## src/rtl/ddr4_cmd_driver.sv

```systemverilog
// ddr4_cmd_driver
//   Host-side DDR4 command/data sequencer. Converts single read/write burst
//   requests into ACT/RD/WR/PRE command cycles and drives or captures the
//   DQ/DQS burst with tRP/tRCD/CL/CWL spacing. Honours the DIMM stall input.
//   Optional feature macro: OPEN_PAGE_EN (open-page policy with per-bank
//   open-row table). Undefined: closed page with auto-precharge + RECOVER.
// Ports
//   ck2x, reset_n            : clock, synchronous active-low reset
//   req_valid/req_ready      : request handshake (req_wr, req_bg/ba/row/col,
//                              req_wdata beat 0 in LSBs)
//   rsp_valid, rsp_rdata     : read completion pulse + held read burst
//   stall                    : DIMM busy, freezes command-side progress
//   act_n, A, bg, ba, cs_n,
//   cke                      : DDR4 command bus
//   dq_out, dq_oe, dq_in     : data bus
//   dqs_tp, dqs_cn, dqs_oe   : write strobes
module ddr4_cmd_driver #(
  parameter int unsigned BGWIDTH   = 2,
  parameter int unsigned BAWIDTH   = 2,
  parameter int unsigned ADDRWIDTH = 17,
  parameter int unsigned COLWIDTH  = 10,
  parameter int unsigned DQWIDTH   = 64,
  parameter int unsigned CHIPS     = 16,
  parameter int unsigned BL        = 8,
  parameter int unsigned TRP       = 4,
  parameter int unsigned TRCD      = 4,
  parameter int unsigned CL        = 6,
  parameter int unsigned CWL       = 5
) (
  input  logic                  ck2x,
  input  logic                  reset_n,
  input  logic                  req_valid,
  output logic                  req_ready,
  input  logic                  req_wr,
  input  logic [BGWIDTH-1:0]    req_bg,
  input  logic [BAWIDTH-1:0]    req_ba,
  input  logic [ADDRWIDTH-1:0]  req_row,
  input  logic [COLWIDTH-1:0]   req_col,
  input  logic [DQWIDTH*BL-1:0] req_wdata,
  output logic                  rsp_valid,
  output logic [DQWIDTH*BL-1:0] rsp_rdata,
  input  logic                  stall,
  output logic                  act_n,
  output logic [ADDRWIDTH-1:0]  A,
  output logic [BGWIDTH-1:0]    bg,
  output logic [BAWIDTH-1:0]    ba,
  output logic                  cs_n,
  output logic                  cke,
  output logic [DQWIDTH-1:0]    dq_out,
  output logic                  dq_oe,
  input  logic [DQWIDTH-1:0]    dq_in,
  output logic [CHIPS-1:0]      dqs_tp,
  output logic [CHIPS-1:0]      dqs_cn,
  output logic                  dqs_oe
);

  localparam int unsigned BURSTW = DQWIDTH * BL;
  localparam int unsigned TMAXA  = (TRP > TRCD) ? TRP : TRCD;
  localparam int unsigned TMAXB  = (CL > CWL) ? CL : CWL;
  localparam int unsigned TMAX   = (TMAXA > TMAXB) ? TMAXA : TMAXB;
  localparam int unsigned CNTW   = $clog2(TMAX + 1);
  localparam int unsigned BEATW  = (BL > 1) ? $clog2(BL) : 1;
  localparam logic [BEATW-1:0] LAST_BEAT = BEATW'(BL - 1);

`ifdef OPEN_PAGE_EN
  localparam bit OPEN_PAGE = 1'b1;
  localparam int unsigned BANKGROUPS    = 2**BGWIDTH;
  localparam int unsigned BANKSPERGROUP = 2**BAWIDTH;
  localparam int unsigned BANKS         = BANKGROUPS * BANKSPERGROUP;
`else
  localparam bit OPEN_PAGE = 1'b0;
`endif

  typedef enum logic [3:0] {
    S_IDLE, S_PRE, S_WAIT_RP, S_ACT, S_WAIT_RCD, S_CAS, S_WAIT_LAT, S_BURST, S_RECOVER
  } state_t;

  state_t state, state_next, first_state;
  logic [CNTW-1:0]  cnt, cnt_next, first_cnt, cas_cnt;
  logic [BEATW-1:0] beat, beat_next;
  logic             ready_q, accept, hold;

  // latched request
  logic                 wr_q;
  logic [BGWIDTH-1:0]   bg_q;
  logic [BAWIDTH-1:0]   ba_q;
  logic [ADDRWIDTH-1:0] row_q;
  logic [COLWIDTH-1:0]  col_q;
  logic [BURSTW-1:0]    wdata_q, rd_buf;

  // request fields as seen by the command issued this edge
  logic                 cur_wr;
  logic [BGWIDTH-1:0]   cur_bg;
  logic [BAWIDTH-1:0]   cur_ba;
  logic [ADDRWIDTH-1:0] cur_row;
  logic [COLWIDTH-1:0]  cur_col;

  // next values of registered outputs
  logic                 cs_n_d, act_n_d, dq_oe_d, dqs_oe_d, rsp_valid_d, ready_d;
  logic [ADDRWIDTH-1:0] a_d;
  logic [BGWIDTH-1:0]   bg_d;
  logic [BAWIDTH-1:0]   ba_d;
  logic [DQWIDTH-1:0]   dq_out_d;
  logic [CHIPS-1:0]     dqs_tp_d;
  logic [BURSTW-1:0]    rd_buf_d, rsp_rdata_d;

  assign req_ready = ready_q & ~stall;
  assign accept    = req_valid & req_ready;
  // CAS already launched: WAIT_LAT/BURST/CAS exits cannot slip
  assign hold      = stall && (state inside {S_IDLE, S_PRE, S_WAIT_RP, S_ACT,
                                             S_WAIT_RCD, S_RECOVER});

  assign cur_wr  = accept ? req_wr  : wr_q;
  assign cur_bg  = accept ? req_bg  : bg_q;
  assign cur_ba  = accept ? req_ba  : ba_q;
  assign cur_row = accept ? req_row : row_q;
  assign cur_col = accept ? req_col : col_q;
  assign cas_cnt = cur_wr ? CNTW'(CWL - 1) : CNTW'(CL - 1);

`ifdef OPEN_PAGE_EN
  logic [BANKS-1:0]             row_vld;
  logic [ADDRWIDTH-1:0]         row_tab [BANKS];
  logic [BGWIDTH+BAWIDTH-1:0]   req_bank, cur_bank;

  assign req_bank = {req_bg, req_ba};
  assign cur_bank = {cur_bg, cur_ba};

  // page policy: hit -> CAS, closed -> ACT, conflict -> PRE
  always_comb begin
    first_state = S_ACT;
    first_cnt   = CNTW'(TRCD - 1);
    if (row_vld[req_bank]) begin
      if (row_tab[req_bank] == req_row) begin
        first_state = S_CAS;
        first_cnt   = cas_cnt;
      end else begin
        first_state = S_PRE;
        first_cnt   = CNTW'(TRP - 1);
      end
    end
  end

  // open-row table tracks issued ACT/PRE
  always_ff @(posedge ck2x) begin
    if (!reset_n) begin
      row_vld <= '0;
    end else if (state_next != state) begin
      if (state_next == S_ACT) begin
        row_vld[cur_bank] <= 1'b1;
        row_tab[cur_bank] <= cur_row;
      end else if (state_next == S_PRE) begin
        row_vld[cur_bank] <= 1'b0;
      end
    end
  end
`else
  assign first_state = S_ACT;
  assign first_cnt   = CNTW'(TRCD - 1);
`endif

  // state register
  always_ff @(posedge ck2x) begin
    if (!reset_n) begin
      state <= S_IDLE;
      cnt   <= '0;
      beat  <= '0;
    end else begin
      state <= state_next;
      cnt   <= cnt_next;
      beat  <= beat_next;
    end
  end

  // next-state: wait counters are loaded when the command issues
  always_comb begin
    state_next = state;
    cnt_next   = cnt;
    beat_next  = beat;
    if (!hold) begin
      case (state)
        S_IDLE: if (accept) begin
          state_next = first_state;
          cnt_next   = first_cnt;
        end
        S_PRE, S_WAIT_RP: if (cnt == '0) begin
          state_next = S_ACT;
          cnt_next   = CNTW'(TRCD - 1);
        end else begin
          state_next = S_WAIT_RP;
          cnt_next   = cnt - CNTW'(1);
        end
        S_ACT, S_WAIT_RCD: if (cnt == '0) begin
          state_next = S_CAS;
          cnt_next   = cas_cnt;
        end else begin
          state_next = S_WAIT_RCD;
          cnt_next   = cnt - CNTW'(1);
        end
        S_CAS, S_WAIT_LAT: if (cnt == '0) begin
          state_next = S_BURST;
          beat_next  = '0;
        end else begin
          state_next = S_WAIT_LAT;
          cnt_next   = cnt - CNTW'(1);
        end
        S_BURST: if (beat == LAST_BEAT) begin
          state_next = OPEN_PAGE ? S_IDLE : S_RECOVER;
          cnt_next   = CNTW'(TRP - 1);
        end else begin
          beat_next  = beat + BEATW'(1);
        end
        S_RECOVER: if (cnt == '0) begin
          state_next = S_IDLE;
        end else begin
          cnt_next   = cnt - CNTW'(1);
        end
        default: state_next = S_IDLE;
      endcase
    end
  end

  // output decode for the coming cycle
  always_comb begin
    cs_n_d      = 1'b1;
    act_n_d     = 1'b1;
    a_d         = '0;
    bg_d        = bg;
    ba_d        = ba;
    dq_out_d    = '0;
    dq_oe_d     = 1'b0;
    dqs_oe_d    = 1'b0;
    dqs_tp_d    = '0;
    rd_buf_d    = rd_buf;
    rsp_valid_d = 1'b0;
    rsp_rdata_d = rsp_rdata;
    ready_d     = (state_next == S_IDLE);
    // a command issues only on entry into a command state
    if (state_next != state) begin
      case (state_next)
        S_PRE: begin
          cs_n_d = 1'b0;
          bg_d   = cur_bg;
          ba_d   = cur_ba;
          a_d[15] = 1'b1;
        end
        S_ACT: begin
          cs_n_d  = 1'b0;
          act_n_d = 1'b0;
          bg_d    = cur_bg;
          ba_d    = cur_ba;
          a_d     = cur_row;
        end
        S_CAS: begin
          cs_n_d = 1'b0;
          bg_d   = cur_bg;
          ba_d   = cur_ba;
          a_d[COLWIDTH-1:0] = cur_col;
          a_d[16] = 1'b1;
          a_d[14] = ~cur_wr;
          a_d[10] = ~OPEN_PAGE;
        end
        default: ;
      endcase
    end
    if (state_next == S_BURST && wr_q) begin
      dq_oe_d  = 1'b1;
      dqs_oe_d = 1'b1;
      dq_out_d = wdata_q[DQWIDTH*beat_next +: DQWIDTH];
      dqs_tp_d = beat_next[0] ? '0 : '1;
    end
    if (state == S_BURST && !wr_q) begin
      rd_buf_d[DQWIDTH*beat +: DQWIDTH] = dq_in;
      if (beat == LAST_BEAT) begin
        rsp_valid_d = 1'b1;
        rsp_rdata_d = rd_buf_d;
      end
    end
  end

  // output and request registers
  always_ff @(posedge ck2x) begin
    if (!reset_n) begin
      ready_q   <= 1'b0;
      cke       <= 1'b0;
      cs_n      <= 1'b1;
      act_n     <= 1'b1;
      A         <= '0;
      bg        <= '0;
      ba        <= '0;
      dq_out    <= '0;
      dq_oe     <= 1'b0;
      dqs_oe    <= 1'b0;
      dqs_tp    <= '0;
      dqs_cn    <= '1;
      rsp_valid <= 1'b0;
      rsp_rdata <= '0;
      rd_buf    <= '0;
      wr_q      <= 1'b0;
      bg_q      <= '0;
      ba_q      <= '0;
      row_q     <= '0;
      col_q     <= '0;
      wdata_q   <= '0;
    end else begin
      ready_q   <= ready_d;
      cke       <= 1'b1;
      cs_n      <= cs_n_d;
      act_n     <= act_n_d;
      A         <= a_d;
      bg        <= bg_d;
      ba        <= ba_d;
      dq_out    <= dq_out_d;
      dq_oe     <= dq_oe_d;
      dqs_oe    <= dqs_oe_d;
      dqs_tp    <= dqs_tp_d;
      dqs_cn    <= ~dqs_tp_d;
      rsp_valid <= rsp_valid_d;
      rsp_rdata <= rsp_rdata_d;
      rd_buf    <= rd_buf_d;
      if (accept) begin
        wr_q    <= req_wr;
        bg_q    <= req_bg;
        ba_q    <= req_ba;
        row_q   <= req_row;
        col_q   <= req_col;
        wdata_q <= req_wdata;
      end
    end
  end

endmodule

```

## config.mk

```make
export PLATFORM = sky130hd
export DESIGN_NAME = ddr4_cmd_driver
export DESIGN_NICKNAME = d
export VERILOG_FILES = /design/src/rtl/ddr4_cmd_driver.sv
export SDC_FILE = /design/constraint.sdc
export NUM_CORES = 2
export LEC_CHECK = 0
export ABC_AREA = 1
export CELL_PAD_IN_SITES_DETAIL_PLACEMENT = 1
export CELL_PAD_IN_SITES_GLOBAL_PLACEMENT = 1
export CORE_AREA = 2 2 481 483
export CTS_CLUSTER_SIZE = 14
export DETAILED_ROUTE_END_ITERATION = 7
export DIE_AREA = 0 0 483 485
export GPL_TIMING_DRIVEN = 0
export PLACE_DENSITY = 0.69
export SLEW_MARGIN = 20
export SYNTH_ARGS = -nofsm -noshare
export SYNTH_HDL_FRONTEND = slang
export SYNTH_SLANG_ARGS = --single-unit
```

## constraint.sdc

```tcl
create_clock -name ck2x -period 7.4 [get_ports ck2x]
set_input_delay 1.48 -clock ck2x [delete_from_list [all_inputs] [get_ports ck2x]]
set_output_delay 1.48 -clock ck2x [all_outputs]
set_load 0.02 [all_outputs]
```

Word level (Yosys, flattened, before mapping)
Cells that the tools add are included.
{"block": "word_totals", "register_bits": 1701, "latchBits": 0, "ramBits": 0, "romBits": 0, "in_bits": 612, "wordCells": 110, "n_memories": 0}
{"block": "classes", "add_sub_neg": 3, "multipliers": 0, "div_mod_pow": 0, "n_lt_le_gt_ge": 0, "eq_ne": 17, "shift": 3, "mux": 36, "bitwise_logic": 6, "reduce_logical": 21}
{"cell": "$bwmux W512", "n": 1}
{"cell": "$shift A64 B34 Y512 const A", "n": 1}
{"cell": "$shiftx A512 B10 Y64", "n": 1}
{"cell": "$shiftx A64 B34 Y512", "n": 1}
{"cell": "$neg A9 Y34", "n": 1}
{"cell": "$mux W16", "n": 2}
{"cell": "$eq A4 B3 Y1 const B", "n": 6}
{"cell": "$mux W3", "n": 8}
{"cell": "$pmux W4 S6", "n": 1}
{"cell": "$pmux W11 S2", "n": 1}
{"cell": "$mux W17", "n": 1}
{"cell": "$mux W4", "n": 4}
{"cell": "$not A16 Y16", "n": 1}
{"cell": "$pmux W3 S5", "n": 1}
{"cell": "$eq A4 B2 Y1 const B", "n": 3}
{"cell": "$mux W1", "n": 10}
{"cell": "$mux W10", "n": 1}
{"cell": "$reduce_and A2 Y1", "n": 5}
{"cell": "$eq A4 B1 Y1 const B", "n": 2}
{"cell": "$logic_not A4 Y1", "n": 2}
{"cell": "$ne A2 B2 Y1 const B", "n": 3}
{"cell": "$pmux W1 S2", "n": 3}
{"cell": "$pmux W3 S2", "n": 1}
{"cell": "$reduce_bool A6 Y1", "n": 1}
{"cell": "16 further kinds", "n": 25}

Depth between registers and ports, before layout
{"block": "logic_depth", "ltp_word": 10, "ltp_mapped": 15, "depth_no_buf": 14}

Worst setup path after synthesis
OpenSTA, ideal clock, no wires.
{"block": "synth_timing", "kind": "input -> output", "from": "in stall", "to": "out req_ready", "arrival_time_ns": 1.703, "slack_ns": 4.217, "stages": 3, "n_path_buf": 0, "cell_sequence": "inv_1 nand2_1 inv_1"}
{"block": "synth_between", "elab_chain_len": 2}
{"element": "start, declared", "line_no": "42", "text": "input logic stall,"}
{"element": "$not A1 Y1", "line_no": "107", "text": "assign req_ready = ready_q & ~stall;"}
{"element": "$and A1 B1 Y1", "line_no": "107"}
{"element": "end, declared", "line_no": "33", "text": "output logic req_ready,"}
No other way between the ends.

Worst setup path after layout
{"block": "layout_timing", "from": "reg beat[1]", "to": "reg rsp_rdata[59]"}
{"block": "layout_between", "elab_chain_len": 3, "elab_cells_between_ends": 6, "cone_classes": "add/sub (1); eq/ne (1); shift (2); mux (1); reduce/logical (1)"}
{"element": "start, declared", "line_no": "80", "text": "logic [BEATW-1:0] beat, beat_next;"}
{"element": "start signal, assigned", "line_no": "170", "text": "beat <= beat_next;"}
{"element": "$neg A9 Y34", "line_no": "272", "text": "rd_buf_d[DQWIDTH*beat +: DQWIDTH] = dq_in;"}
{"element": "$shiftx A64 B34 Y512 / $shift A64 B34 Y512 (equally long branches)", "line_no": "272"}
{"element": "$bwmux W512", "line_no": "272"}
{"element": "end signal, assigned", "line_no": "318", "text": "rsp_rdata <= rsp_rdata_d;"}
{"element": "end, declared", "line_no": "41", "text": "output logic [DQWIDTH*BL-1:0] rsp_rdata,"}
Several ways; a longest one is shown, not always the timed one.
A chain may end at the register's enable or synchronous reset.

==> flow_summary.ini <==
[run_status]
status = finished, final reports clean

[yosys]
synth_top_family_by_area = compound AO/OA/AOI/OAI gates
synth-compound-area-share_pct = 21.2
yosysUniqueCellTypes = 43
synth_flop_cell = dfxtp_1
synth_top_area_cell = dfxtp_1
synth-simple-area-share_pct = 20.7
synthMuxAreaShare_pct = 0.287
syn_avg_cell_area_um2 = 7.28
yosys.area_share.adder_pct = 0.0898
synthArstFlopShare_pct = 0
syn_area_um2 = 69600
ys_ff_latch = 1671
yosysSeqAreaShare_pct = 48.0
synth-edff-count = 0
synthesis.nets = 10181
synth.area.top_cells = dfxtp_1, nand2_1, a21oi_1
synth_cells = 9564
synthXorXnorAreaFrac_pct = 0.0126
ys_warn_count = 0
synth_top_area_share_pct = 48.0

[route]
drt_iter0_markers = 5367
finalWirelength_mm = 401
drt_drc_violations_left = 0
first_pass_iters = 5
num_vias = 73939
drt-wirelength-per-cell_um = 28.2
via_per_inst = 5.20
antenna_left = 0

[floorplanning]
io_pins = 1248
die_area_um2 = 234000
die_h_um = 485
die_w_um = 483
initial_utilization_pct = 30.4
core_area_um2 = 229000
row_count = 176

[cts]
ctsHoldBuffers = 0
cts_setup_buffers = 0
cts_tree = yes
insertion_delay_ps = 870
clockBufferDepth = 3
cts-resized-gates = 0
cts_num_sinks = 1671
cts-root-buf = clkbuf_16
clk_transition_reported_paths_ps = 60
h-tree-depth = 4
cts_made_buffers = 193

[grt]
grt_pass1_wl_mm = 558
gr-total-overflow = 0
grtUsageMet3_pct = 6.78
antenna_found_initial = 52
use_met1_pct = 38.1
track_usage_pct = 33.0
use_met2_pct = 55.2
grt_max_degree = 17
grt_pass1_vias = 75686
busiest_layer = met2

[setup_path]
ff2ff_path_depth = 12
r2r_setup_slack_ps = 2300
cp-start-kind = register
worstSetupPathType = reg2reg
arrival_ps = 5890
cp.required_ps = 8190
r2r_start = beat[1]
end_kind = register
worstReg2RegEnd = rsp_rdata[59]
crit_fanout = 11

[final_layout]
mostFrequentLayoutCell = nand2_1
drive_above_1_share_pct = 6.11
register_area_um2 = 33500
multiInputGateArea_um2 = 29500
fin_nets = 11625
fillers = 28147
area.growth.synth_to_final_pct = 33.2
most-common-layout-cells = nand2_1, dfxtp_1, a21oi_1

[power_and_ir_drop]
power_density_nw_per_um2 = 224
p_leak_nw = 33.2
peakVddDrop_mv = 0.208
finalPower_mw = 20.8

[timing]
drv_slew = 0
worst_slack_ps = 2300
period_share_pct = 68.9
worstMarginPinSlew_ps = 1250
fmax_mhz = 196
rsz0062_at_grt = false
clock_skew_ps = 61.8
setup_tns_ps = 0
setup_violations = 0
hold_viol_final = 0
slew_headroom_pct = 16.9
fin_crit_ps = 5100

[hold_path]
whs_path_depth = 2
hold_start = wdata_q[249]
hp-class = reg2reg
worstHoldEndpoint = wdata_q[249]

[placement]
place_ws_ps = 1990
place_hpwl_mm = 319
port_buffers = 1247
routabilityCongestion = 0.975

[job]
max_cap_violations = 0
synth_stat cells, types with 18 or more instances:
cell	number
a211oi_1	154
o211ai_1	288
buf_1	50
a21oi_1	1372
o21a_1	62
nand4_1	23
buf_2	181
mux2i_1	20
o21ai_0	491
buf_4	40
nor3_2	57
nand3_1	159
o21ai_1	53
o41ai_1	135
nor3_1	77
inv_2	18
inv_1	850
nor2_1	728
dfxtp_1	1671
clkbuf_1	525
nand2_1	2546
power breakdown:
group / switching [mW] / leakage, nW / internal (mW) / total [mW]
clock: 4.25 / 3.30 / 5.95 / 10.2
combinational: 0.878 / 16.4 / 0.497 / 1.37
sequential: 0.0621 / 13.5 / 9.17 / 9.23
layer usage:
layer  vias up  share of wire, %
li1      34080                 -
met1     36341                39
met2      2685                47
met3       803               6.6
met4        30               7.6
met5         -             0.044
worst max-delay path by stage:
stage / end / cells after the start / from
5_1_grt: rsp_rdata[52] / 12 / beat[1]
3_3_place_gp: beat[0] / 6 / reset_n
3_5_place_dp: wdata_q[102] / 8 / stall
6_report: rsp_rdata[59] / 12 / beat[1]
4_1_cts: rsp_rdata[56] / 12 / beat[1]
2_1_floorplan: req_ready / 3 / stall
flip-flops by register name, summed over array words and instances (netlist names), 2 cells and up:
name and cells:
beat 3, dq_out 64, state 4, wdata_q 512, A 17, cnt 3, rsp_rdata 512, bg 2
bg_q 2, row_q 17, ba_q 2, ba 2, rd_buf 512, col_q 10
critical path: stages (launching register included):
cell	delay [ps]
dfxtp_1	430
inv_1	160
ha_1	210
ha_1	370
inv_1	290
clkbuf_1	910
nand4_2	920
inv_2	720
buf_2	410
nor2_1	70
nor3_1	220
nand2_1	120
a21oi_1	180
stage by stage:
stage	std cells	util, %	instance area (um^2)	hold slack (ps)
after global placement	13837	37.5	85900	438
final	14217	40.5	92700	451
after floorplan	9564	-	69600	430
after detailed placement	13839	37.5	86000	444
after CTS	14190	40.5	92700	454
after global routing	14203	40.5	92700	476
cells by family (layout without fill, tap and decap cells):
group / after synthesis / after routing
xor gates and xnor gates: 1 / 1
buffers and inverters: 1675 / 3275
other: 0 / 27
AOI/OAI and AO/OA: 2576 / 2576
DFF: 1671 / 1671
adders and majority gates: 5 / 5
and+or+nand+nor: 3616 / 3616
muxes: 20 / 20
cell type report:
cell class	instances	area share, %
Inverter	870	3.52
Clock inverter	67	0.998
Sequential cell	1671	36.1
Antenna cell	27	0.0729
Buffer	805	3.77
Clock buffer	284	6.21
Tap cell	3026	4.08
Multi-Input combinational cell	6218	31.8
Timing Repair Buffer	1249	13.5
(Power assumes the default switching activity.)
